`src/rtl/lsu_mem_master.sv`:
```
// lsu_mem_master: load/store initiator for a word-wide data memory.
// Sub-word stores use read-modify-write; loads are lane-extracted.
module lsu_mem_master #(
  parameter int unsigned MEM_BYTES   = 512,
  parameter bit          CHECK_RANGE = 1'b1
) (
  input  logic        clk,
  input  logic        rst_n,
  input  logic        req_valid,
  output logic        req_ready,
  input  logic        req_we,
  input  logic [1:0]  req_size,
  input  logic        req_unsigned,
  input  logic [31:0] req_addr,
  input  logic [31:0] req_wdata,
  output logic        resp_valid,
  output logic        resp_err,
  output logic [31:0] resp_rdata,
  output logic        mem_we,
  output logic [31:0] mem_addr,
  output logic [31:0] mem_wd,
  input  logic [31:0] mem_rd
);

  typedef enum logic [2:0] {
    IDLE,
    RD_ISSUE,
    RD_CAPTURE,
    WR,
    RESP
  } state_t;

  state_t      state_q;
  state_t      state_d;
  logic [31:0] addr_q;
  logic [31:0] wdata_q;
  logic [1:0]  size_q;
  logic        we_q;
  logic        unsigned_q;
  logic        err_q;
  logic        accept;
  logic        req_err;
  logic [4:0]  sh;
  logic [31:0] load_val;
  logic [31:0] mask;
  logic [31:0] merged;

  assign req_ready  = (state_q == IDLE);
  assign accept     = req_valid && req_ready;
  assign mem_we     = (state_q == WR);
  assign mem_addr   = {addr_q[31:2], 2'b00};
  assign resp_valid = (state_q == RESP);
  assign resp_err   = resp_valid && err_q;
  assign sh         = {addr_q[1:0], 3'b000};

  // alignment, size and range check on the incoming request
  always_comb begin
    req_err = 1'b0;
    unique case (req_size)
      2'b00:   req_err = 1'b0;
      2'b01:   req_err = req_addr[0];
      2'b10:   req_err = |req_addr[1:0];
      default: req_err = 1'b1;
    endcase
    if (CHECK_RANGE && (req_addr >= MEM_BYTES))
      req_err = 1'b1;
  end

  // lane extraction with extension, and lane merge for RMW
  always_comb begin
    load_val = mem_rd;
    mask     = 32'hffff_ffff;
    unique case (1'b1)
      size_q == 2'b00: begin
        load_val = unsigned_q
          ? {24'b0, mem_rd[sh +: 8]}
          : {{24{mem_rd[sh + 5'd7]}}, mem_rd[sh +: 8]};
        mask = 32'h0000_00ff << sh;
      end
      size_q == 2'b01: begin
        load_val = unsigned_q
          ? {16'b0, mem_rd[sh +: 16]}
          : {{16{mem_rd[sh + 5'd15]}}, mem_rd[sh +: 16]};
        mask = 32'h0000_ffff << sh;
      end
      default: begin
        load_val = mem_rd;
        mask     = 32'hffff_ffff;
      end
    endcase
    merged = (mem_rd & ~mask) | ((wdata_q << sh) & mask);
  end

  // next-state logic
  always_comb begin
    state_d = state_q;
    unique case (state_q)
      IDLE: begin
        if (accept) begin
          if (req_err)
            state_d = RESP;
          else if (req_we && (req_size == 2'b10))
            state_d = WR;
          else
            state_d = RD_ISSUE;
        end
      end
      RD_ISSUE:   state_d = RD_CAPTURE;
      RD_CAPTURE: state_d = we_q ? WR : RESP;
      WR:         state_d = RESP;
      RESP:       state_d = IDLE;
      default:    state_d = IDLE;
    endcase
  end

  // state, request capture and data registers
  always_ff @(posedge clk or negedge rst_n) begin
    if (!rst_n) begin
      state_q    <= IDLE;
      addr_q     <= '0;
      wdata_q    <= '0;
      size_q     <= '0;
      we_q       <= 1'b0;
      unsigned_q <= 1'b0;
      err_q      <= 1'b0;
      mem_wd     <= '0;
      resp_rdata <= '0;
    end else begin
      state_q <= state_d;
      if (accept) begin
        addr_q     <= req_addr;
        wdata_q    <= req_wdata;
        size_q     <= req_size;
        we_q       <= req_we;
        unsigned_q <= req_unsigned;
        err_q      <= req_err;
        mem_wd     <= req_wdata;
      end
      if (state_q == RD_CAPTURE) begin
        if (we_q)
          mem_wd <= merged;
        else
          resp_rdata <= load_val;
      end
    end
  end

endmodule
```
`config.mk`:
```
export PLATFORM = sky130hd
export DESIGN_NAME = lsu_mem_master
export DESIGN_NICKNAME = d
export VERILOG_FILES = /design/src/rtl/lsu_mem_master.sv
export SDC_FILE = /design/constraint.sdc
export NUM_CORES = 1
export LEC_CHECK = 0
export CORE_ASPECT_RATIO = 1.1
export CORE_MARGIN = 10
export CORE_UTILIZATION = 30
export DETAILED_ROUTE_END_ITERATION = 6
export SLEW_MARGIN = 20
export SYNTH_ARGS = -nofsm -noshare
export SYNTH_HDL_FRONTEND = slang
export SYNTH_SLANG_ARGS = --single-unit
```
`constraint.sdc`:
```
create_clock -name clk -period 8.1 [get_ports clk]
set_input_delay 2.025 -clock clk [delete_from_list [all_inputs] [get_ports clk]]
set_output_delay 2.025 -clock clk [all_outputs]
set_load 0.1 [all_outputs]
```
==> impl_metrics.yaml <==
run_status:
  status: "finished clean"
cells_and_area:
  drive_gt1_frac: 0.0920
  mostFrequentLayoutCell: "nand2_1"
  fin_nets: 1004
  syn2layout_area_growth_pct: 38.2
  layout.cells.most_common_list: "nand2_1 (234), clkdlybuf4s50_1 (199), dfrtp_1 (136)"
critical_path:
  cp-start-kind: "flop"
  cp.required_ps: 6080
  arrival_ps: 2400
  critPathLaunch: "state_q[0]$_DFFE_PN0P_"
  critPathKind: "flop to output pin"
  cpMaxStageDelayCell: "clkdlybuf4s50_1"
  worstPathCellList: "nor2_1 > and3_1 > clkdlybuf4s50_1"
  path_max_fanout: 8
  critical_path.max_stage_delay_ps: 1130
  endpoint_kind: "output pin"
  timing.rr.start: "addr_q[1]$_DFFE_PN0P_"
timing:
  tns_ps: 0
  tightest_slew_ps: 1080
  finClkSkew_ps: 9.23
  rsz0062_at_grt: "no"
  period_needed_ps: 4420
  finalHoldViolCount: 0
  max_freq_ghz: 0.226
  setup_violations: 0
  final-max-slew-violation-count: 0
  fin_ws_ps: 3680
  fin_crit_sh: 0.546
  slew_headroom: 0.277
power:
  p_leak_nw: 4.36
  vdd_drop_max_mv: 0.141
  power_density_mw_per_mm2: 252
die:
  num_rows: 58
  die_area_mm2: 0.0299
  initial_utilization: 0.306
  die_h_um: 180
  die_x_um: 166
  core_area_mm2: 0.0229
  pin_count: 203
clock_tree:
  clk_pin_slew_ps: 60
  cts.sinks: 136
  cts_tree: "yes"
  postCtsSetupBuffers: 0
  numCtsBuffers: 17
  htreeDepth: 4
  cts-hold-fix-buffers: 0
  insertion_delay_ps: 420
  ctsResizeCount: 0
  clockRootBuffer: "clkbuf_16"
  clk_path_buf_depth: 2
drt:
  wl_per_cell_um: 20.7
  num_vias: 6123
  drc: 0
  ant_nets: 0
  drtIter0Drc: 534
  viasPerCell: 5.04
  drt_pass1_iterations: 5
  drt-total-wl_mm: 25.2
logic_synthesis:
  yosysUniqueCellTypes: 47
  synth-edff-count: 0
  synth_ff_type: "dfrtp_1"
  synth-seq-cells: 136
  synth_seq_area_share: 0.486
  synthArstFlopShare: 1.00
  synthCells: 756
  synth_area_mm2: 0.00701
  synth.avg_cell_area_um2: 9.27
  yosysWarnings: 0
global_route:
  grt_max_degree: 88
  grt_overflow: 0
  grt_pass1_vias: 6292
  grt_pass1_wl_mm: 39.1
  grt_antenna_before_repair: 3
  grt_usage: 0.165
place:
  place.gp.congestion: 0.831
  dpl_worst_slack_ps: 3970
  hpwl_mm: 18.0
  io_buffers: 200
hold_path:
  min_path_type: "flop to flop"
  hold_start: "addr_q[2]$_DFFE_PN0P_"
job:
  cap_violations: 0
## synth_stat cells, types with 7 or more instances
cell / instances / share of area
inv_1: 20 / 0.011
buf_4: 32 / 0.034
a21oi_1: 27 / 0.019
mux2i_1: 31 / 0.044
nand3_1: 22 / 0.016
nor3_1: 7 / 0.0050
o211a_1: 16 / 0.023
nand3_2: 10 / 0.014
mux4_2: 9 / 0.029
clkbuf_1: 41 / 0.022
dfrtp_1: 136 / 0.49
nor2_1: 21 / 0.011
mux2_2: 19 / 0.031
a31oi_1: 9 / 0.0080
a21boi_0: 8 / 0.0086
o21ai_0: 21 / 0.015
o22ai_1: 10 / 0.0089
nand2_1: 234 / 0.13
a221oi_1: 16 / 0.020
## per-stage QoR
step | cells | util | area [um2] | total power [mW] | hold WS (ps)
2_1_floorplan | 757 | - | 7010 | 1.36 | 441
3_3_place_gp | 1181 | 0.393 | 9020 | 1.57 | 458
3_5_place_dp | 1181 | 0.393 | 9020 | 1.58 | 459
4_1_cts | 1213 | 0.422 | 9680 | 2.46 | 475
5_1_grt | 1214 | 0.422 | 9680 | 2.54 | 488
6_report | 1215 | 0.422 | 9680 | 2.44 | 469
## sequential cells by signal (all words and copies together), names as in the netlist
| signal | cells |
|---|---|
| addr_q | 32 |
| mem_wd | 32 |
| resp_rdata | 32 |
| wdata_q | 32 |
| state_q | 3 |
| size_q | 2 |
| err_q | 1 |
| unsigned_q | 1 |
| we_q | 1 |
## cell type report
cell class	count	area [um2]
clock inverter	8	165
sequential	136	3400
inverter	20	75.1
tap	300	375
antenna	2	5.00
clock buffer	24	492
fill	2291	13200
multi-input combinational	516	3100
timing repair buffer	209	2070
## cells by family after synthesis
group / count (synthesis) / synth area share
DFF: 136 / 0.486
other: 1 / 0.000535
muxes: 59 / 0.104
AOI/OAI and AO/OA: 134 / 0.136
and+or+nand+nor: 320 / 0.197
buffers and inverters: 105 / 0.0755
adders and majority gates: 1 / 0.00179
## power breakdown
group / total, mW / internal [mW] / switching (mW)
combinational: 0.766 / 0.230 / 0.536
clock: 0.874 / 0.578 / 0.295
sequential: 0.798 / 0.746 / 0.0521
## metal layers
| layer | up-vias | share of wire | track usage |
|---|---|---|---|
| met5 | - | 0.00072 | 0 |
| met4 | 2 | 0.015 | 0.0511 |
| li1 | 2873 | - | - |
| met3 | 26 | 0.072 | 0.0543 |
| met1 | 3003 | 0.43 | 0.206 |
| met2 | 219 | 0.48 | 0.265 |
## final timing paths
path / endpoint / slack [ps] / cells after the start
worst max register to register: mem_wd[3]$_DFF_PN0_ / 5080 / 7
min in group asynchronous: addr_q[9]$_DFFE_PN0P_ / 1620 / 1
worst min-delay path: addr_q[2]$_DFFE_PN0P_ / 470 / 2
max in group asynchronous: wdata_q[5]$_DFFE_PN0P_ / 5140 / 2
worst min register to register: addr_q[2]$_DFFE_PN0P_ / 470 / 2
worst max-delay path: resp_err / 3680 / 3
## worst max-delay path: cells and delay by family, from the launching register on
kind / cells / cell delay (ps)
buffers and inverters: 1 / 1130
and+or+nand+nor: 2 / 370
DFF: 1 / 480
Note: power is estimated with default switching activity, not from simulation.
